## src/rtl/ili9341_init_ctrl.sv

```systemverilog
// ILI9341 power-up sequencer.
// Requests a panel hardware reset and waits for it to finish. It then waits
// the post-reset settle time and walks the init ROM. Each ROM entry is one of:
// a command byte, a data byte, a timed delay, or the end marker. Bytes go out
// to the SPI byte writer over a valid/ready handshake.
// Ports:
//   clk, rst            clock, synchronous active-high reset
//   i_start             begin the sequence (only looked at while idle)
//   o_busy, o_done      sequence in progress / one-cycle completion pulse
//   o_reset_init_ena    one-cycle request to the reset pulse generator
//   i_resets_sent       reset pulse generator has finished its pulse
//   o_rom_addr          init ROM address
//   i_rom_data          {type[1:0], payload[DW-1:0]}, one cycle after the address
//   o_tx_valid/o_tx_data/o_tx_dc/i_tx_ready  byte handshake to the SPI writer
module ili9341_init_ctrl #(
  parameter int DW           = 8,
  parameter int ROM_DEPTH    = 64,
  parameter int RST_WAIT_CYC = 12000000,
  parameter int DELAY_UNIT   = 100000,
  parameter int AW           = $clog2(ROM_DEPTH)
) (
  input  logic          clk,
  input  logic          rst,
  input  logic          i_start,
  output logic          o_busy,
  output logic          o_done,
  output logic          o_reset_init_ena,
  input  logic          i_resets_sent,
  output logic [AW-1:0] o_rom_addr,
  input  logic [DW+1:0] i_rom_data,
  output logic          o_tx_valid,
  output logic [DW-1:0] o_tx_data,
  output logic          o_tx_dc,
  input  logic          i_tx_ready
);

  // The counter is wide enough for either the settle time or the largest ROM
  // delay. The delay product is formed at this width.
  localparam int DLY_MAX = (2**DW - 1) * DELAY_UNIT;
  localparam int CNT_MAX = (RST_WAIT_CYC > DLY_MAX) ? RST_WAIT_CYC : DLY_MAX;
  localparam int CW      = $clog2(CNT_MAX + 1);

  localparam logic [1:0] T_CMD  = 2'b00;
  localparam logic [1:0] T_DATA = 2'b01;
  localparam logic [1:0] T_DLY  = 2'b10;

  typedef enum logic [3:0] {
    IDLE, RST_REQ, RST_WAIT, RST_DLY, FETCH, DECODE, SEND, WAIT, NEXT, DONE
  } state_t;

  state_t        state;
  logic [CW-1:0] cnt;

  logic [1:0]    rom_type;
  logic [DW-1:0] rom_payload;
  assign rom_type    = i_rom_data[DW+1:DW];
  assign rom_payload = i_rom_data[DW-1:0];

  always_ff @(posedge clk) begin
    if (rst) begin
      state            <= IDLE;
      cnt              <= '0;
      o_busy           <= 1'b0;
      o_done           <= 1'b0;
      o_reset_init_ena <= 1'b0;
      o_rom_addr       <= '0;
      o_tx_valid       <= 1'b0;
      o_tx_data        <= '0;
      o_tx_dc          <= 1'b0;
    end else begin
      case (state)
        IDLE: begin
          if (i_start) begin
            o_busy           <= 1'b1;
            o_reset_init_ena <= 1'b1;
            state            <= RST_REQ;
          end
        end
        RST_REQ: begin
          o_reset_init_ena <= 1'b0;
          state            <= RST_WAIT;
        end
        RST_WAIT: begin
          if (i_resets_sent) begin
            cnt   <= CW'(RST_WAIT_CYC - 1);
            state <= RST_DLY;
          end
        end
        // The dwell is RST_WAIT_CYC cycles, including the cycle that reaches zero.
        RST_DLY: begin
          if (cnt == '0) begin
            o_rom_addr <= '0;
            state      <= FETCH;
          end else begin
            cnt <= cnt - CW'(1);
          end
        end
        // The address is held here so that the synchronous ROM can produce the entry.
        FETCH: state <= DECODE;
        DECODE: begin
          case (rom_type)
            T_CMD, T_DATA: begin
              o_tx_data  <= rom_payload;
              o_tx_dc    <= rom_type[0];
              o_tx_valid <= 1'b1;
              state      <= SEND;
            end
            T_DLY: begin
              if (rom_payload != '0) begin
                cnt   <= CW'(rom_payload) * CW'(DELAY_UNIT) - CW'(1);
                state <= WAIT;
              end else begin
                state <= NEXT;
              end
            end
            default: begin
              o_done <= 1'b1;
              state  <= DONE;
            end
          endcase
        end
        SEND: begin
          if (i_tx_ready) begin
            o_tx_valid <= 1'b0;
            state      <= NEXT;
          end
        end
        WAIT: begin
          if (cnt == '0) state <= NEXT;
          else           cnt   <= cnt - CW'(1);
        end
        // The last ROM slot ends the sequence even when it holds no END marker.
        NEXT: begin
          if (o_rom_addr == AW'(ROM_DEPTH - 1)) begin
            o_done <= 1'b1;
            state  <= DONE;
          end else begin
            o_rom_addr <= o_rom_addr + AW'(1);
            state      <= FETCH;
          end
        end
        DONE: begin
          o_done <= 1'b0;
          o_busy <= 1'b0;
          state  <= IDLE;
        end
        default: state <= IDLE;
      endcase
    end
  end

endmodule

```

## config.mk

```make
export PLATFORM = sky130hd
export DESIGN_NAME = ili9341_init_ctrl
export DESIGN_NICKNAME = d
export VERILOG_FILES = /design/src/rtl/ili9341_init_ctrl.sv
export SDC_FILE = /design/constraint.sdc
export NUM_CORES = 1
export LEC_CHECK = 0
export CORE_MARGIN = 2
export CORE_UTILIZATION = 60
export DETAILED_ROUTE_END_ITERATION = 6
export PLACE_DENSITY = 0.92
export SLEW_MARGIN = 20
export SYNTH_ARGS = -nofsm -noshare
export SYNTH_HDL_FRONTEND = slang
export SYNTH_SLANG_ARGS = --single-unit
```

## constraint.sdc

```tcl
create_clock -name clk -period 6.66 [get_ports clk]
set_input_delay 0.999 -clock clk [delete_from_list [all_inputs] [get_ports clk]]
set_output_delay 0.999 -clock clk [all_outputs]
set_load 0.03 [all_outputs]
```

==> impl_metrics.toml <==
[cts]
post-cts-setup-buffer-count = 0
cts_buffers = 5
cts_buffer_depth = 2
postCtsHoldBufs = 0
htreeDepth = 2
cts_root_buf = "clkbuf_8"
cts-resized-gates = 0
cts_sinks = 48
insertion_delay_ns = 0.31
cts_tree = "yes"
clk_pin_slew_ns = 0.09

[sta]
finalClockSkew_ns = 0.01271
final-setup-viol-count = 0
report.final.slew_viol_count = 0
fin_crit_sh_pct = 85.26
layout_min_cycle_time_ns = 5.678
tns_ns = 0
maxSlewHeadroom_pct = 30.61
rsz0062_at_grt = "no"
fin_worst_hold_slack_ns = 0.4615
setup_ws_ns = 0.9816
worstMarginPinSlew_ns = 1.040
hold_viol_final = 0
fmax_mhz = 176.1

[synthesis]
synthCells = 570
ys_warn_count = 0
synth.ff_latch_count = 48
synthDistinctLibCells = 68
async_reset_ff_share_pct = 0
synthesis.nets = 656
avgSynthCellArea_um2 = 8.102
ys_seq_area_share_pct = 20.81
synth_ff_type = "dfxtp_1"
syn-cell-area_um2 = 4618
synth-edff-count = 0

[power]
leakage_nw = 2.118
p_per_area_nw_per_um2 = 373.5
peakVddDrop_mv = 0.1551

[detailed_routing]
m1WireLength_mm = 4.767
dr_wl_met3_um = 800
top_layer = "met4"
wl_per_cell_um = 16.97
drtIter0Drc = 365
drc = 0
route.vias.total = 4427
met2_length_mm = 5.749
first_pass_iters = 7
detail-route-antenna-nets = 0
drt_wl_total_mm = 11.66
viasPerCell = 6.444

[layout]
n_antenna_cell = 0
area_growth_pct = 9.862
post-route-util_pct = 68.85
num-nets-final = 673
layout-drive-gt1-share_pct = 6.122

[placed_design]
numPortBuffers = 33
dp_hpwl_mm = 8.769
gp_routability_congestion = 0.9095
pre_cts_slack_ns = 0.7396

[status]
outcome = "complete, no violations"

[flow_run]
cap_violations = 0

[global_route]
antenna_found_initial = 0
grt_max_degree = 40
grt_overflow = 0
grt_first_pass_wirelength_mm = 19.39
grt_pass1_vias = 4170
gr-usage-all-layers_pct = 27.74

[floorplanning]
die-width_um = 91.73
core_um2 = 7370
dieHeight_um = 91.73
row_count = 31
start_util_pct = 62.67
io_pins = 34
dieArea_um2 = 8414

[min_path]
min_path_cells = 2
hp-start = "o_tx_data[1]"
hold_class = "reg -> reg"

[worst_setup_path]
r2r_cells = 7
cp.required_ns = 6.85
critPathArrivalTime_ns = 5.87
end_kind = "flop"
criticalPathCategory = "in -> reg"
worstSetupStartpointType = "primary input"
cp_max_fo = 6
r2r-start = "state[3]"
cp-startpoint = "i_rom_data[2]"
## per-layer routing
layer,track usage (%),vias up
met2,48.77,198
li1,-,2094
met3,4.108,45
met5,0,-
met1,34.80,2090
met4,9.080,0
## cell usage after synthesis (all sizes together), types with 4 or more instances
cell / instances / area [um2]
o21ai: 23 / 118.9
a311oi: 10 / 87.58
nand2b: 7 / 46.30
or3: 4 / 35.03
a21o: 8 / 60.06
mux2i: 4 / 40.04
or2: 4 / 25.03
o31ai: 4 / 30.03
clkbuf: 18 / 67.56
ha: 59 / 738.2
a211oi: 8 / 70.06
and3: 9 / 56.30
nor2: 61 / 234.0
nor3b: 4 / 30.03
dfxtp: 48 / 960.9
nor3: 24 / 156.4
a221oi: 9 / 85.08
a22oi: 6 / 45.04
xor2: 20 / 175.2
o32ai: 4 / 35.03
nand4: 11 / 68.82
a31oi: 5 / 31.28
xnor2: 20 / 175.2
nand2: 52 / 195.2
nor2b: 7 / 51.30
buf: 6 / 35.03
nor4: 8 / 50.05
and2: 4 / 25.03
fa: 12 / 240.2
a21oi: 42 / 225.2
nand3: 9 / 45.04
inv: 33 / 123.9
## cell usage in the layout, fill, tap and decap left out, types with 8 or more instances in the layout
cell and count:
inv_1 33, o21ai_0 21, a21o_1 8, dfxtp_1 48
nor4_1 8, xor2_1 20, nand2_1 52, and3_1 9
xnor2_1 20, a311oi_1 10, clkdlybuf4s50_1 33, nand3_1 9
a221oi_1 8, nor3_1 18, fa_1 12, nand4_1 11
ha_1 59, a21oi_1 40, nor2_1 59
## stage by stage
stage	std cells	cell area [um2]	power [mW]
3_5_place_dp	679	4977	1.665
3_3_place_gp	679	4977	1.614
5_1_grt	687	5074	2.038
2_1_floorplan	570	4618	1.415
6_report	687	5074	1.895
4_1_cts	687	5074	1.869
## final timing paths
| path | endpoint | slack [ns] |
|---|---|---|
| setup / recovery | cnt[21] | 0.98 |
| hold / removal | o_tx_data[1] | 0.46 |
| setup reg to reg | cnt[20] | 3.49 |
| hold reg to reg | o_tx_data[1] | 0.46 |
## registers in the layout (all words and copies together), names as in the netlist
name and cells:
o_tx_valid 1, o_reset_init_ena 1, cnt 25, state 4, o_done 1, o_tx_data 8, o_rom_addr 6, o_busy 1
o_tx_dc 1
## kinds of logic (layout without fill, tap and decap cells)
logic type / Yosys count / count (layout) / share of synthesized area [%]
XOR/XNOR: 40 / 40 / 7.586
adder cells (fa/ha/maj): 71 / 71 / 21.19
flip-flops: 48 / 48 / 20.81
AND/OR/NAND/NOR: 211 / 211 / 23.73
multiplexers: 5 / 5 / 1.111
AO/OA/AOI/OAI: 138 / 138 / 20.67
buffers and inverters: 57 / 75 / 4.904
## final cells by class
class	count	area, um2
inverters	33	123.9
multi-input cells	465	3431
flip-flops and latches	48	960.9
clock inverters	2	13.76
fillers	568	2296
repair buffers	34	337.8
clock buffers	6	82.58
well taps	99	123.9
## report_power, final
group	leakage [nW]	internal [mW]	total (mW)	switching, mW
registers	0.389	0.338	0.422	0.0836
clock network	0.0516	0.0852	0.192	0.107
logic	1.68	0.513	1.28	0.768
## critical path, stage by stage
cell and delay (ns):
clkdlybuf4s50_1 0.57, ha_1 0.40, ha_1 0.30, inv_1 0.05
fa_1 0.49, inv_1 0.06, fa_1 0.47, ha_1 0.36
a21o_1 0.25, a221oi_1 0.43, xor2_1 0.36, nand4_1 0.31
or2_1 0.32, a211o_1 0.27, xnor2_1 0.15, a21oi_1 0.08
Note: power is estimated with default switching activity, not from simulation.
